`src/rtl/digit_pkg.sv`:
```
// rtl/digit_pkg.sv - shared constants, stroke record and capture states for the digit canvas writer
// Contents: canvas geometry (COLS x ROWS), coordinate widths, error result code,
//           stroke_t {sx, sy, ex, ey} and the capture state enum.
package digit_pkg;

   localparam int         COLS       = 12;
   localparam int         ROWS       = 8;
   localparam int         X_W        = 4;
   localparam int         Y_W        = 3;
   localparam logic [3:0] RESULT_ERR = 4'hF;

   typedef struct packed {
      logic [X_W-1:0] sx;
      logic [Y_W-1:0] sy;
      logic [X_W-1:0] ex;
      logic [Y_W-1:0] ey;
   } stroke_t;

   typedef enum logic [2:0] {
      IDLE,
      STROKE0,
      GAP,
      STROKE1,
      PRESENT,
      DONE
   } cap_state_t;

endpackage

```
`src/rtl/stroke_tracker.sv`:
```
// rtl/stroke_tracker.sv - start/end point register for one pen stroke
// Ports:
//   i_clk, i_rst       clock, asynchronous active-high reset
//   i_clear            zero the stroke (highest priority)
//   i_load             start a stroke: start = end = (i_x, i_y)
//   i_update           move the end point to (i_x, i_y)
//   i_x, i_y           pixel coordinate
//   o_stroke           {sx, sy, ex, ey}
module stroke_tracker
   import digit_pkg::*;
(
   input  logic                     i_clk,
   input  logic                     i_rst,
   input  logic                     i_clear,
   input  logic                     i_load,
   input  logic                     i_update,
   input  logic [X_W-1:0]           i_x,
   input  logic [Y_W-1:0]           i_y,
   output logic [$bits(stroke_t)-1:0] o_stroke
);

   stroke_t r_stroke;

   always_ff @(posedge i_clk or posedge i_rst) begin
      if (i_rst) begin
         r_stroke <= '0;
      end else if (i_clear) begin
         r_stroke <= '0;
      end else if (i_load) begin
         r_stroke.sx <= i_x;
         r_stroke.sy <= i_y;
         r_stroke.ex <= i_x;
         r_stroke.ey <= i_y;
      end else if (i_update) begin
         r_stroke.ex <= i_x;
         r_stroke.ey <= i_y;
      end
   end

   assign o_stroke = r_stroke;

endmodule

```
`src/rtl/digit_canvas_writer.sv`:
```
// rtl/digit_canvas_writer.sv - turns pen samples into a 12x8 bitmap plus stroke endpoints and hands them to the recognizer
// Build option: define REC_WATCHDOG_EN to give up on the recognizer after
//               REC_TIMEOUT cycles in PRESENT (result 4'hF, recognizer reset pulse).
// Ports:
//   i_clk, i_rst                 clock, asynchronous active-high reset
//   i_pen_valid/down/x/y         pen sample; accepted when down and x <= 11
//   i_clear                      abandon/finish capture, restart in IDLE
//   i_rec_ready, i_rec_result    recognizer handshake and digit
//   o_bitmap                     column k at [8k+7:8k], bit y = pixel (k,y)
//   o_stroke0, o_stroke1         {sx, sy, ex, ey}; stroke1 all-zero = none
//   o_new_x, o_new_y             last accepted pixel
//   o_read_data_valid            capture frozen, recognizer may read
//   o_rec_rst_n                  active-low recognizer reset
//   o_result, o_result_valid     latched digit and its one-cycle update pulse
module digit_canvas_writer
   import digit_pkg::*;
#(
   parameter int GAP_TIMEOUT = 1000,
   parameter int REC_TIMEOUT = 4096
)
(
   input  logic        i_clk,
   input  logic        i_rst,
   input  logic        i_pen_valid,
   input  logic        i_pen_down,
   input  logic [3:0]  i_pen_x,
   input  logic [2:0]  i_pen_y,
   input  logic        i_clear,
   input  logic        i_rec_ready,
   input  logic [3:0]  i_rec_result,
   output logic [95:0] o_bitmap,
   output logic [13:0] o_stroke0,
   output logic [13:0] o_stroke1,
   output logic [3:0]  o_new_x,
   output logic [2:0]  o_new_y,
   output logic        o_read_data_valid,
   output logic        o_rec_rst_n,
   output logic [3:0]  o_result,
   output logic        o_result_valid
);

   // One counter serves both the pen-up gap and the recognizer watchdog;
   // they are never active at the same time.
   localparam int CNT_MAX = (GAP_TIMEOUT > REC_TIMEOUT) ? GAP_TIMEOUT : REC_TIMEOUT;
   localparam int CNT_W   = $clog2(CNT_MAX + 1);

   cap_state_t              r_state;
   cap_state_t              w_next_state;
   logic [COLS*ROWS-1:0]    r_bitmap;
   logic [X_W-1:0]          r_new_x;
   logic [Y_W-1:0]          r_new_y;
   logic [CNT_W-1:0]        r_cnt;
   logic                    r_rec_rst_n;
   logic [3:0]              r_result;
   logic                    r_result_valid;

   logic                    w_accept;
   logic                    w_pen_up;
   logic                    w_gap_limit;
   logic [6:0]              w_bit_idx;
   logic                    w_write;
   logic                    w_load0;
   logic                    w_upd0;
   logic                    w_load1;
   logic                    w_upd1;
   logic                    w_cnt_clr;
   logic                    w_cnt_inc;
   logic                    w_res_load;
   logic [3:0]              w_res_val;
   logic                    w_rec_pulse;
`ifdef REC_WATCHDOG_EN
   logic                    w_rec_limit;
   assign w_rec_limit = (r_cnt == CNT_W'(REC_TIMEOUT - 1));
`endif

   assign w_accept    = i_pen_valid & i_pen_down & (i_pen_x <= 4'(COLS - 1));
   assign w_pen_up    = i_pen_valid & ~i_pen_down;
   assign w_gap_limit = (r_cnt == CNT_W'(GAP_TIMEOUT - 1));
   // ROWS is 8, so pixel (x,y) sits at bit 8x+y = {x,y}.
   assign w_bit_idx   = {i_pen_x, i_pen_y};

   always_ff @(posedge i_clk or posedge i_rst) begin
      if (i_rst) begin
         r_state <= IDLE;
      end else begin
         r_state <= w_next_state;
      end
   end

   always_comb begin
      w_next_state = r_state;
      w_write      = 1'b0;
      w_load0      = 1'b0;
      w_upd0       = 1'b0;
      w_load1      = 1'b0;
      w_upd1       = 1'b0;
      w_cnt_clr    = 1'b0;
      w_cnt_inc    = 1'b0;
      w_res_load   = 1'b0;
      w_res_val    = i_rec_result;
      w_rec_pulse  = 1'b0;
      // Clear overrides everything, including a coincident recognizer result.
      if (i_clear) begin
         w_next_state = IDLE;
      end else begin
         case (r_state)
            IDLE: begin
               if (w_accept) begin
                  w_write      = 1'b1;
                  w_load0      = 1'b1;
                  w_next_state = STROKE0;
               end
            end
            STROKE0: begin
               if (w_accept) begin
                  w_write = 1'b1;
                  w_upd0  = 1'b1;
               end else if (w_pen_up) begin
                  w_cnt_clr    = 1'b1;
                  w_next_state = GAP;
               end
            end
            GAP: begin
               // A sample on the limit cycle still opens stroke 1.
               if (w_accept) begin
                  w_write      = 1'b1;
                  w_load1      = 1'b1;
                  w_next_state = STROKE1;
               end else if (w_gap_limit) begin
                  w_cnt_clr    = 1'b1;
                  w_next_state = PRESENT;
               end else begin
                  w_cnt_inc = 1'b1;
               end
            end
            STROKE1: begin
               if (w_accept) begin
                  w_write = 1'b1;
                  w_upd1  = 1'b1;
               end else if (w_pen_up) begin
                  w_cnt_clr    = 1'b1;
                  w_next_state = PRESENT;
               end
            end
            PRESENT: begin
               if (i_rec_ready) begin
                  w_res_load   = 1'b1;
                  w_next_state = DONE;
`ifdef REC_WATCHDOG_EN
               end else if (w_rec_limit) begin
                  w_res_load   = 1'b1;
                  w_res_val    = RESULT_ERR;
                  w_rec_pulse  = 1'b1;
                  w_next_state = DONE;
               end else begin
                  w_cnt_inc = 1'b1;
`endif
               end
            end
            DONE: begin
               w_next_state = DONE;
            end
            default: begin
               w_next_state = IDLE;
            end
         endcase
      end
   end

   always_ff @(posedge i_clk or posedge i_rst) begin
      if (i_rst) begin
         r_cnt <= '0;
      end else if (i_clear || w_cnt_clr) begin
         r_cnt <= '0;
      end else if (w_cnt_inc) begin
         r_cnt <= r_cnt + 1'b1;
      end
   end

   always_ff @(posedge i_clk or posedge i_rst) begin
      if (i_rst) begin
         r_bitmap <= '0;
         r_new_x  <= '0;
         r_new_y  <= '0;
      end else if (i_clear) begin
         r_bitmap <= '0;
         r_new_x  <= '0;
         r_new_y  <= '0;
      end else if (w_write) begin
         r_bitmap[w_bit_idx] <= 1'b1;
         r_new_x             <= i_pen_x;
         r_new_y             <= i_pen_y;
      end
   end

   always_ff @(posedge i_clk or posedge i_rst) begin
      if (i_rst) begin
         r_rec_rst_n    <= 1'b0;
         r_result       <= '0;
         r_result_valid <= 1'b0;
      end else begin
         r_rec_rst_n    <= ~(i_clear | w_rec_pulse);
         r_result_valid <= w_res_load;
         if (w_res_load) begin
            r_result <= w_res_val;
         end
      end
   end

   stroke_tracker u_stroke0 (
      .i_clk    (i_clk),
      .i_rst    (i_rst),
      .i_clear  (i_clear),
      .i_load   (w_load0),
      .i_update (w_upd0),
      .i_x      (i_pen_x),
      .i_y      (i_pen_y),
      .o_stroke (o_stroke0)
   );

   stroke_tracker u_stroke1 (
      .i_clk    (i_clk),
      .i_rst    (i_rst),
      .i_clear  (i_clear),
      .i_load   (w_load1),
      .i_update (w_upd1),
      .i_x      (i_pen_x),
      .i_y      (i_pen_y),
      .o_stroke (o_stroke1)
   );

   assign o_bitmap          = r_bitmap;
   assign o_new_x           = r_new_x;
   assign o_new_y           = r_new_y;
   assign o_read_data_valid = (r_state == PRESENT);
   assign o_rec_rst_n       = r_rec_rst_n;
   assign o_result          = r_result;
   assign o_result_valid    = r_result_valid;

endmodule

```
`config.mk`:
```
export PLATFORM = sky130hd
export DESIGN_NAME = digit_canvas_writer
export DESIGN_NICKNAME = d
export VERILOG_FILES = /design/src/rtl/digit_pkg.sv /design/src/rtl/stroke_tracker.sv /design/src/rtl/digit_canvas_writer.sv
export SDC_FILE = /design/constraint.sdc
export NUM_CORES = 1
export LEC_CHECK = 0
export ABC_AREA = 1
export BUFFER_PORTS_ARGS = -buffer_cell sky130_fd_sc_hd__buf_2
export CAP_MARGIN = 40
export CORE_MARGIN = 10
export CORE_UTILIZATION = 40
export CTS_CLUSTER_DIAMETER = 80
export DETAILED_ROUTE_END_ITERATION = 12
export PLACE_DENSITY = 0.73
export SYNTH_ARGS = -nofsm -noshare
export SYNTH_HDL_FRONTEND = slang
export SYNTH_SLANG_ARGS = --single-unit
```
`constraint.sdc`:
```
create_clock -name i_clk -period 6.7 [get_ports i_clk]
set_input_delay 1.34 -clock i_clk [delete_from_list [all_inputs] [get_ports i_clk]]
set_output_delay 1.34 -clock i_clk [all_outputs]
set_load 0.1 [all_outputs]
```
Word-level counts from Yosys, hierarchy flattened. Index checks and enable logic that the tools add are counted.

Bits of input ports: 17. Latch bits: 0. Bits in read-only memories: 0. Memories: 0. Memory bits (writable): 0. Output and inout bits: 138. Bits in registers: 153. Word-level logic and storage cells: 103.

$mul: 0. Reduce and logical (&&, ||, !) cells: 12. Add/sub/neg operators: 1. Shifts and indexed selects: 0. Magnitude comparators: 3. Muxes and demuxes: 52. Eq/ne operators: 13. Bitwise logic cells: 6. Divide/modulo/power cells: 0.

Operator list (count): two-way mux 96 bit (2); bitwise OR 96 bit (1); two-way mux 7 bit (6); two-way mux 3 bit (11); two-way mux 14 bit (2); two-way mux 13 bit (2); two-way mux 1 bit (24); inequality test 3 bit, second input constant (6); case mux 3 bit (6 select lines) (1); adder 13 x 1 -> 13 bit, second input constant (1); equality test 13 x 10 -> 1 bit, second input constant (1); less-than comparator 7 x 8 -> 1 bit, second input constant (1); two-way mux 4 bit (2); nonzero test 2 bit (4); demux 1 bit (select 7 bit) (1); greater-or-equal comparator 7 x 1 -> 1 bit, second input constant (1); AND reduction 7 bit (1); equality test 3 x 2 -> 1 bit, second input constant (2); equality test 3 bit, second input constant (2); nonzero test 3 bit (2); less-or-equal comparator 4 bit, second input constant (1); inequality test 4 bit, second input constant (1); OR reduction 4 bit (1); bitwise AND 1 bit (3); 7 further kinds (8).

Logic depth before layout (Yosys ltp). Gate-level depths: netlist of the first run.

Depth after elaboration: 8. Gate-level depth with buffers: 10. Gate-level depth less buffers: 10.

Hierarchy. Synthesis of the first run repeated with hierarchy kept, for this count alone.

Cells, all modules: 736. Area, all modules: 6650.1 um2.

By module, submodules not included: digit_canvas_writer (area an instance 5383.9 um2, cells each 582, seq. area each 3128.0 um2, times used 1); stroke_tracker (area an instance 633.1 um2, cells each 77, seq. area each 350.3 um2, times used 2).

Worst setup path after synthesis of the first run. OpenSTA, ideal clock, no wires.

Path type: flip-flop to output port. From: register r_state[1]. To: output o_read_data_valid. Buffers on the path: 0. Required time: 5.360 ns. Stages on the path, launching flop included: 4. Arrival: 1.417 ns. Path slack: 3.943 ns. Cells stage by stage: dfrtp_1 > nor2_1 > nand2_1 > inv_1.

Longest elaborated chain between the ends: 1.

Ends and longest elaborated chain: start: declaration (RTL line digit_canvas_writer.sv:47) `cap_state_t r_state;`; start signal: assignment (RTL line digit_canvas_writer.sv:86) `r_state <= w_next_state;`; equality test 3 bit (RTL line digit_canvas_writer.sv:235) `assign o_read_data_valid = (r_state == PRESENT);`; end: declaration (RTL line digit_canvas_writer.sv:36) `output logic o_read_data_valid,`.

Every way passes these cells.

Worst setup path in the final report of the first run.
From: input i_clear. To: register r_cnt[3].

Longest elaborated chain between the ends: 3. Elaborated cells between the ends (all ways): 5. Classes of those cells: mux: 3; reduce/logical: 2.

Ends and longest elaborated chain: start: declaration (RTL line digit_canvas_writer.sv:28) `input logic i_clear,`; two-way mux 1 bit (RTL line digit_canvas_writer.sv:103) `if (i_clear) begin`; logical OR 1 bit (RTL line digit_canvas_writer.sv:173) `end else if (i_clear || w_cnt_clr) begin`; two-way mux 13 bit or nonzero test 2 bit (tied branches); end signal: assignment (RTL line digit_canvas_writer.sv:176) `r_cnt <= r_cnt + 1'b1;`; end: declaration (RTL line digit_canvas_writer.sv:52) `logic [CNT_W-1:0] r_cnt;`.

Several ways; a longest one is shown, not always the timed one. A chain may end at the register's enable or synchronous reset.

==> results.md, run 1 <==
- Hold Vio Cnt, Final: 0
- Initial Utilization: 0.407
- HP Class: register to register
- Unique masters post-synth: 27
- Vias in the first global route: 5401
- Max_slew headroom: 0.460
- Die H: 144 um
- Antenna cell count: 0
- Final nets: 866
- Synthesized Nets: 708
- IO Pins: 155
- Yosys warns: 0
- Syn Area/Cell: 8.98 um^2
- Worst skew pair latency: 420 ps
- Multiplexer share of the synthesized area: 0
- Adder-cell share of the synthesized area: 0.00202
- First-pass GRT wire length: 29100 um
- Final HPWL DP: 13100 um
- Max Cap Viol: 0
- Worst EP required: 7050 ps
- Detail Route Antenna Nets: 0
- Peak supply drop: 0.167 mV
- Syn-to-layout area delta: 25.5%
- Overflow after GRT: 0
- Clock sink count: 153
- Pwr Density: 319 nW/um^2
- Largest net degree at the start of global routing: 92
- Layout cell share with drive strength beyond 1: 0.246
- Period minus WS final: 3290 ps
- Post-Route Skew: 5.65 ps
- Die width: 144 um
- DRC viols: 0
- Critical Path Max Stage Delay: 680 ps
- Hold buffers post-CTS: 0
- Synth Area in Simple Gates: 0.214
- Post-synthesis compound-gate area fraction: 0.107
- Antenna violations before repair: 0
- Synthesis-stage register bit count: 153
- IO buf count: 154
- Crit path max-delay cell type: buf_4
- Peak Freq: 304 MHz
- Total number of H-tree levels: 4
- Rows: 45
- Cell count after synthesis: 690
- DR vias/cell: 5.11
- Crit path DAT: 3630 ps
- Final wirelength: 18400 um
- Fin. max-slew vios: 0
- Core area: 15200 um^2
- Via count: 5356
- Leakage: 4.27 nW
- Gp weighted congestion: 0.829
- Seq/Total Area, Yosys: 0.618
- Worst Tran Pin Value: 810 ps
- Num CTS Buffers: 17
- WS Path Type: primary input to register
- Setup Buffers After CTS: 0
- Setup Viol. Count Final: 0
- Setup TNS: 0 ps
- Worst-case clock buffer depth: 2
- Synth Area in XOR/XNOR: 0.00990
- CTS tree: yes
- Main combinational cell family by area after synthesis: simple AND/OR/NAND/NOR gates
- WL per Instance: 17.5 um
- 1st-iter DRT viols: 372
- Syn Std Cell Area: 6190 um^2
- Fin crit share: 0.490
- All-Layer GR Usage: 0.180
- Crit end category: register
- Max FO, Critical Path: 75
- Status: complete, no violations
- RSZ-0062 raised after global routing: no
- CP Launch Type: primary input
- 1st-pass router iterations: 5
- Post-cts repair resize count: 0
- Die ar.: 20900 um^2
- Clock Pin Slew Worst Setup and Hold Paths: 60 ps
- Crit path cell chain: buf_4 > buf_4 > inv_1 > nand3_2 > inv_2 > nand2_1 > nand2_1 > nor2_1
- CTS root buffer: clkbuf_16
- Fin util: 0.511
## synth_stat cells
cell	count	share of area
a21oi_1	98	0.079
a21oi_4	1	0.0026
a31oi_2	1	0.0020
buf_1	1	0.00061
buf_2	9	0.0073
buf_4	1	0.0012
buf_6	1	0.0018
clkbuf_1	12	0.0073
dfrtp_1	153	0.62
ha_1	1	0.0020
inv_1	45	0.027
inv_2	5	0.0030
nand2_1	121	0.073
nand2_2	1	0.0010
nand3_1	35	0.028
nand3_2	2	0.0032
nand4_1	1	0.0010
nor2_1	153	0.093
nor2_2	3	0.0030
nor2_4	1	0.0018
nor3_1	8	0.0065
nor3_2	2	0.0032
o21ai_0	23	0.019
o21ai_1	1	0.00081
o22ai_1	3	0.0030
o31ai_1	1	0.0012
xor2_1	7	0.0099
## stage by stage
| stage | worst slack [ps] | std cells | power (W) | area [um^2] | hold slack (ps) |
|---|---|---|---|---|---|
| 6_report | 3410 | 1049 | 0.00248 | 7770 | 469 |
| 5_1_grt | 3210 | 1049 | 0.00258 | 7770 | 502 |
| 4_1_cts | 3430 | 1049 | 0.00250 | 7770 | 472 |
| 3_5_place_dp | 3020 | 1017 | 0.00152 | 7160 | 454 |
| 3_3_place_gp | 3050 | 1011 | 0.00151 | 7120 | 449 |
| 2_1_floorplan | 1240 | 690 | 0.00141 | 6190 | 471 |
## power by group
group | total, W | internal [W] | leakage, nW | switching, W
Clock | 0.000982 | 0.000579 | 0.299 | 0.000403
Sequential | 0.000993 | 0.000964 | 2.12 | 0.0000288
Combinational | 0.000505 | 0.0000747 | 1.85 | 0.000430
## path summary, 6_finish.rpt
path / cells past startpoint / slack, ps / start / to
worst max-delay path: 8 / 3410 / i_clear / r_cnt[3]
worst min-delay path: 2 / 470 / o_result[3] / o_result[3]
worst max register to register: 6 / 4740 / r_state[2] / o_bitmap[33]
worst min register to register: 2 / 470 / o_result[3] / o_result[3]
max in group asynchronous: 3 / 4330 / i_rst / o_bitmap[30]
min in group asynchronous: 2 / 1080 / i_rst / r_cnt[7]
## critical path, delay by kind of cell
family | cells | cell delay (ps)
buf+inv | 4 | 1650
simple gates | 4 | 570
## area by class of cell
class / instances / area [um^2]
Sequential cell: 153 / 3830
Tap cell: 188 / 235
Fill cell: 1429 / 7430
Timing Repair Buffer: 163 / 841
Clock buffer: 19 / 453
Clock inverter: 13 / 156
Multi-Input combinational cell: 463 / 2070
Inverter: 50 / 193
## flip-flops by register name, indices dropped and copies added, names as in the netlist
name and flops:
u_stroke0.o_stroke 14, o_result 4, o_new_x 4, r_state 3, o_result_valid 1, o_bitmap 96, o_new_y 3, r_cnt 13
o_rec_rst_n 1, u_stroke1.o_stroke 14
## layout by cell type (no fill, tap or decap)
cell,count
nand3_1,35
nor3_2,2
clkbuf_8,2
nand4_1,1
inv_2,5
inv_8,2
dfrtp_1,153
nor2_2,3
inv_1,44
o31ai_1,1
nor2_4,1
xor2_1,7
o22ai_1,3
o21ai_0,23
a21oi_4,1
nand2_1,121
clkinvlp_4,1
inv_6,5
buf_4,10
nand2_2,1
nand3_2,2
bufinv_16,2
ha_1,1
clkinv_2,1
a21oi_1,98
o21ai_1,1
nor2_1,153
clkinv_4,3
clkbuf_16,17
nor3_1,8
a31oi_2,1
buf_2,153
## routing by layer
metal / GRT usage / share of wire
met2: 0.268 / 0.45
met1: 0.230 / 0.42
met4: 0.0702 / 0.020
met5: 0 / 0
met3: 0.0702 / 0.10
## cells by family (layout without fill, tap and decap cells)
family | after synthesis | after routing
simple gates | 327 | 327
xor+xnor | 7 | 7
flops | 153 | 153
buf+inv | 74 | 245
fa+ha+maj | 1 | 1
compound gates | 128 | 128
No activity file was read; power rests on OpenSTA's default activity.
==> inputs of run 2 (changes only) <==
- clock period: 6.7 -> 3.25 ns (I/O delays scaled with it)
==> run 2 against run 1 <==
Effect of this change: power is 110% higher; clock-buffer cell count is 2 lower; non-clock buffer count is 3 higher; sequential share of layout area is 0.39 points lower; flip-flop and latch count stayed put; via count up 0.63%; combinational power grew 110%; sequential power up 110%; critical endpoint is now o_read_data_valid.
==> results.md, run 2 (synthesis results as in run 1) <==
- Clock Power Share: 0.394 (-0.002)
- Via count: 5390 (+0.63%)
- Pwr Density: 652 nW/um^2 (+100%)
- Final HPWL DP: 13100 um (-0.21%)
- P_int: 0.00325 W (+100%)
- DRC viols: 0 (unchanged)
- Max reg flops: 96 (unchanged)
- DR vias/cell: 5.12 (+0.35%)
- WL met2: 8790 um (+5.7%)
- Total number of H-tree levels: 4 (unchanged)
- Setup Viol. Count Final: 0 (unchanged)
- Max FO, Critical Path: 5 (-93%)
- 1st-pass router iterations: 5 (unchanged)
- Fill cells: 1379 (-3.5%)
- Hold Vio Cnt, Final: 0 (unchanged)
- Die width: 144 um (unchanged)
- Fin crit share: 0.789
- Final nets: 869 (+0.35%)
- Crit path DAT: 1910 ps (-1720 ps)
- Post-cts repair resize count: 0 (unchanged)
- Max_slew headroom: 0.525 (+0.0646)
- Peak supply drop: 0.358 mV (+110%)
- First-pass GRT wire length: 29100 um (+0.22%)
- Num CTS Buffers: 17 (unchanged)
- Status: complete, no violations
- Post-Route Skew: 11.6 ps (+5.91 ps)
- IO buf count: 154 (unchanged)
- Most frequent cells in the layout: nor2_1 (153), buf_2 (153), dfrtp_1 (153)
- Met3 WL: 1610 um (-16%)
- Peak Freq: 390 MHz
- Gp weighted congestion: 0.885 (+6.8%)
- Max Cap Viol: 0 (unchanged)
- CTS root buffer: clkbuf_16
- Die H: 144 um (unchanged)
- Syn-to-layout area delta: 26.5%
- WS Path Type: register to primary output
- Worst Tran Pin Value: 710 ps (-99.6 ps)
- Setup Buffers After CTS: 0 (unchanged)
- Highest metal used: met4
- Sw Share: 0.364 (+0.0161)
- Overflow after GRT: 0 (unchanged)
- CP Launch Type: register
- Rows: 45 (unchanged)
- Sequential share of power: 0.401 (about the same)
- R2R Path Start: r_state[2]
- Antenna cell count: 0 (unchanged)
- Antenna violations before repair: 0 (unchanged)
- Hold buffers post-CTS: 0 (unchanged)
- Met1 WL: 7920 um (+1.6%)
- All-Layer GR Usage: 0.181 (+0.000978)
- Fin. max-slew vios: 0 (unchanged)
- HP Class: primary input to asynchronous set/reset pin
- Total power: 0.00511 W (+110%)
- 1st-iter DRT viols: 371 (-0.27%)
- Worst skew pair latency: 440 ps (+20 ps)
- Worst-case clock buffer depth: 2 (unchanged)
- Vias in the first global route: 5333 (-1.3%)
- Clock Pin Slew Worst Setup and Hold Paths: 70 ps (about the same)
- Combinational share of power: 0.206 (+0.002)
- IO Pins: 155 (unchanged)
- Die ar.: 20900 um^2 (unchanged)
- Layout cell share with drive strength beyond 1: 0.249 (+0.00262)
- RSZ-0062 raised after global routing: no
- Largest net degree at the start of global routing: 60 (-35%)
- P_sw: 0.00186 W (+120%)
- Final wirelength: 18800 um (+2.0%)
- Clock sink count: 153 (unchanged)
- Initial Utilization: 0.407 (unchanged)
- Worst EP required: 2600 ps (-4450 ps)
- CTS tree: yes
- Leakage: 4.29 nW (+0.43%)
- Crit end category: primary output
- Core area: 15200 um^2 (unchanged)
- Setup TNS: 0 ps (unchanged)
- WL per Instance: 17.9 um (+1.8%)
- Detail Route Antenna Nets: 0 (unchanged)
- Period minus WS final: 2560 ps
- CP Launch Point: r_state[1]
run 2: cell types whose count changed in the layout (fill, tap and decap cells not counted), sizes merged:
cell	previous run	this run
buf	163	166
bufinv	2	1
clkbuf	19	17
clkinv	4	2
clkinvlp	1	3
inv	56	59
run 2: cell type report:
type                            count  area (um^2)  area share
Timing Repair Buffer              166          913       0.117
Sequential cell                   153         3830       0.489
Inverter                           50          191      0.0244
Clock buffer                       17          425      0.0543
Multi-Input combinational cell    463         2070       0.264
Tap cell                          188          235      0.0300
Clock inverter                     15          175      0.0224
run 2: through the flow:
| stage | area, um^2 | utilization | hold WS [ps] | setup WS [ps] | instances |
|---|---|---|---|---|---|
| 3_5_place_dp | 7230 | 0.476 | 457 | 852 | 1020 |
| 4_1_cts | 7840 | 0.515 | 348 | 689 | 1052 |
| 5_1_grt | 7840 | 0.515 | 354 | 623 | 1052 |
| 2_1_floorplan | 6200 | - | 471 | 669 | 690 |
| 3_3_place_gp | 7210 | 0.475 | 449 | 839 | 1019 |
| 6_report | 7840 | 0.515 | 337 | 686 | 1052 |
run 2: power groups by stage:
stage | combinational (W) | sequential, W | clock [W]
after floorplan | 0.000353 | 0.00256 | 0
after global placement | 0.00104 | 0.00208 | 0
after detailed placement | 0.00105 | 0.00208 | 0
after CTS | 0.00105 | 0.00205 | 0.00202
after global routing | 0.00112 | 0.00206 | 0.00210
final | 0.00105 | 0.00205 | 0.00201
run 2: worst paths after layout:
kind	to	cells after the start	slack [ps]
setup / recovery	o_read_data_valid	4	690
hold reg to reg	o_result[0]	2	470
hold / removal	o_bitmap[80]	3	340
max in group asynchronous	o_bitmap[55]	4	2440
min in group i_clk	o_result[3]	3	410
setup reg to reg	o_bitmap[93]	5	1440
run 2: per-layer routing:
metal / global-route usage / vias to the layer above
li1: - / 2545
met1: 0.225 / 2633
met2: 0.281 / 183
met3: 0.0640 / 29
met4: 0.0718 / 0
met5: 0 / -
run 2: worst max-delay path, cell delays in order, from the launching register on:
cell	delay (ps)
dfrtp_1	420
nor2_1	330
nand2_1	180
inv_1	100
buf_2	430
==> inputs of run 3 (changes only) <==
- ABC_AREA: 1 -> 0
- clock period: 3.25 -> 2.7 ns (I/O delays scaled with it)
==> run 3 against run 2 <==
Effect of this change: via count decreased by 6.2%; sequential share of layout area decreased by 0.078 points; hold slack got worse by 11 ps; worst setup slack got worse by 260 ps; power decreased by 0.84%; flip-flop and latch count unchanged; clock skew decreased by 4.0 ps; synthesized cell count decreased by 12%; routed wire length decreased by 3.3%; sequential power increased by 14%; final cell count decreased by 8.7%; critical endpoint unchanged.
==> results.md, run 3 <==
- Synth top area share: 0.618 (about the same)
- Peak supply drop: 0.373 mV (+4.3%)
- Syn-to-layout area delta: 26.6% (about the same)
- Synthesis-stage register bit count: 153 (unchanged)
- Worst skew pair latency: 420 ps (-20 ps)
- Setup TNS: 0 ps (unchanged)
- Main area contributors after synthesis: dfrtp_1 (62%), a21oi_1 (9.6%), nor2_1 (7.8%), mux2i_1 (3.6%), nand2_1 (1.6%)
- Final nets: 777 (-11%)
- Crit path DAT: 1740 ps (-170 ps)
- Post-Route Skew: 7.60 ps (-3.97 ps)
- Most frequent cells in the layout: buf_2 (154), dfrtp_1 (153), nor2_1 (128)
- Pwr Density: 646 nW/um^2 (-1.0%)
- Leakage: 4.04 nW (-5.7%)
- Clock sink count: 153 (unchanged)
- WL per Instance: 18.9 um (+6.0%)
- RSZ-0062 raised after global routing: no
- Final wirelength: 18200 um (-3.3%)
- Clock Pin Slew Worst Setup and Hold Paths: 60 ps (about the same)
- Syn Area/Cell: 10.3 um^2 (+14%)
- Die ar.: 20900 um^2 (about the same)
- Unique masters post-synth: 46 (+70%)
- Worst path bufs/invs: 2 (unchanged)
- Gp weighted congestion: 0.806 (-8.9%)
- Max Cap Viol: 0 (unchanged)
- IO Pins: 155 (unchanged)
- Setup Buffers After CTS: 0 (unchanged)
- Die H: 144 um (about the same)
- Setup Viol. Count Final: 0 (unchanged)
- Post-synth EDFFs: 0 (unchanged)
- Crit path max-delay cell type: dfrtp_1
- DRC viols: 0 (unchanged)
- Placed Area: 7270 um^2 (+0.52%)
- Most used DFF post-synth: dfrtp_1
- Max_slew headroom: 0.456 (-0.0686)
- Fin crit share: 0.843
- Total power: 0.00507 W (-0.84%)
- First-pass GRT wire length: 28700 um (-1.5%)
- CP Launch Type: register
- Yosys warns: 0 (unchanged)
- Peak Freq: 439 MHz
- Commonest cells in the synthesized netlist: dfrtp_1 (153), nor2_1 (128), a21oi_1 (119)
- Max reg flops: 96 (unchanged)
- WP depth: 3 (-1)
- Commonest non-fill, non-tap cell in the layout: buf_2
- Hold Vio Cnt, Final: 0 (unchanged)
- Vias in the first global route: 5199 (-2.5%)
- CTS tree: yes
- Fin. max-slew vios: 0 (unchanged)
- Critical Path Max Stage Delay: 480 ps (+50 ps)
- Syn Std Cell Area: 6200 um^2 (about the same)
- Hold buffers post-CTS: 0 (unchanged)
- Die width: 144 um (about the same)
- Antenna violations before repair: 2 (+2)
- Delay-heaviest family, CP: buffers and inverters
- Synth area leader: dfrtp_1
- Final HPWL DP: 12100 um (-7.7%)
- Synthesized Nets: 622 (-12%)
- Status: complete, no violations
- Worst R2R Path Depth: 5 (unchanged)
- Overflow after GRT: 0 (unchanged)
- Fill cells: 1391 (+0.87%)
- HP Class: primary input to asynchronous set/reset pin
- Num CTS Buffers: 17 (unchanged)
- All-Layer GR Usage: 0.176 (-0.00448)
- Worst Tran Pin Value: 816 ps (+105 ps)
- 1st-pass router iterations: 4 (-1)
- Rows: 45 (unchanged)
- WS Path Type: register to primary output
- Largest net degree at the start of global routing: 154 (+160%)
- IO buf count: 154 (unchanged)
- Storage cell area: 3830 um^2 (unchanged)
- Core area: 15200 um^2 (unchanged)
- Layout cell share with drive strength beyond 1: 0.297 (+0.0482)
- Most common cell in the netlist: dfrtp_1
- Cell count after synthesis: 604 (-12%)
- Seq/Total Area, Yosys: 0.618 (about the same)
- DR vias/cell: 5.27 (+2.8%)
- Crit end category: primary output
- Initial Utilization: 0.408 (about the same)
- Total number of H-tree levels: 4 (unchanged)
- Post-cts repair resize count: 0 (unchanged)
- Multi-input logic area: 2230 um^2 (+8.1%)
- Worst-case clock buffer depth: 2 (unchanged)
- 1st-iter DRT viols: 395 (+6.5%)
- Crit path cell chain: inv_1 > nor3_2 > buf_2
- Period minus WS final: 2280 ps
- Design area: 7850 um^2 (+0.16%)
- Via count: 5056 (-6.2%)
- Detail Route Antenna Nets: 0 (unchanged)
- CTS root buffer: clkbuf_16
- Worst EP required: 2160 ps (-440 ps)
- Max FO, Critical Path: 7 (+2)
- Ys async rst share: 1.00 (unchanged)
==> run 3: changes by cell type after synthesis, moves of 10 or more <==
cell,delta
inv_1,-39
nand2_1,-94
clkbuf_1,+12
nor4_1,+10
nor2_1,-25
mux2i_1,+22
a21oi_1,+21
nand3_1,-24
o21ai_0,-11
==> run 3: area by class of cell <==
type	instances	share of cell area
flip-flops and latches	153	0.488
multi-input cells	406	0.284
repair buffers	174	0.121
clock buffers	22	0.0617
well taps	188	0.0300
clock inverters	9	0.0113
inverters	7	0.00383
diodes	1	0.000319
==> run 3: tightest hold or removal path: stages <==
cell	delay [ps]
buf_2	110
clkinvlp_4	70
buf_12	540
==> run 3: path summary, 6_finish.rpt <==
kind                                 start           endpoint  slack, ps
min in group i_clk         i_rec_result[0]        o_result[0]        350
max in group asynchronous            i_rst       o_bitmap[49]       1760
hold / removal                       i_rst        o_result[2]        330
hold reg to reg               o_bitmap[92]       o_bitmap[92]        490
setup reg to reg                  r_cnt[1]           r_cnt[8]        690
setup / recovery                r_state[2]  o_read_data_valid        420
==> run 3: cells by family (layout without fill, tap and decap cells) <==
| group | count (synthesis) | after routing | share of synthesized area |
|---|---|---|---|
| mux | 26 | 26 | 0.0428 |
| simple gates | 223 | 223 | 0.168 |
| buf+inv | 45 | 212 | 0.0311 |
| other cells | 0 | 1 | 0 |
| flops | 153 | 153 | 0.618 |
| compound gates | 156 | 156 | 0.138 |
| fa+ha+maj | 1 | 1 | 0.00202 |
==> run 3: layer usage <==
layer	global-route usage	vias up	routed length, um
li1	-	2400	-
met1	0.225	2478	7810
met2	0.256	157	8080
met3	0.0849	19	1940
met4	0.0569	2	325
met5	0	-	9
==> run 3: power by group <==
part | leakage [nW] | switching [W] | internal, W
Clock | 0.275 | 0.000930 | 0.00136
Combinational | 1.64 | 0.000363 | 0.0000769
Sequential | 2.13 | 0.0000169 | 0.00232
Total | 4.04 | 0.00131 | 0.00376
==> run 3: through the flow <==
| stage | cells | util | setup slack, ps | hold slack [ps] |
|---|---|---|---|---|
| 5_1_grt | 959 | 0.516 | 339 | 345 |
| 6_report | 960 | 0.516 | 423 | 326 |
| 3_3_place_gp | 926 | 0.478 | 458 | 472 |
| 4_1_cts | 959 | 0.516 | 411 | 337 |
| 3_5_place_dp | 928 | 0.478 | 451 | 480 |
| 2_1_floorplan | 604 | - | 79.0 | 473 |
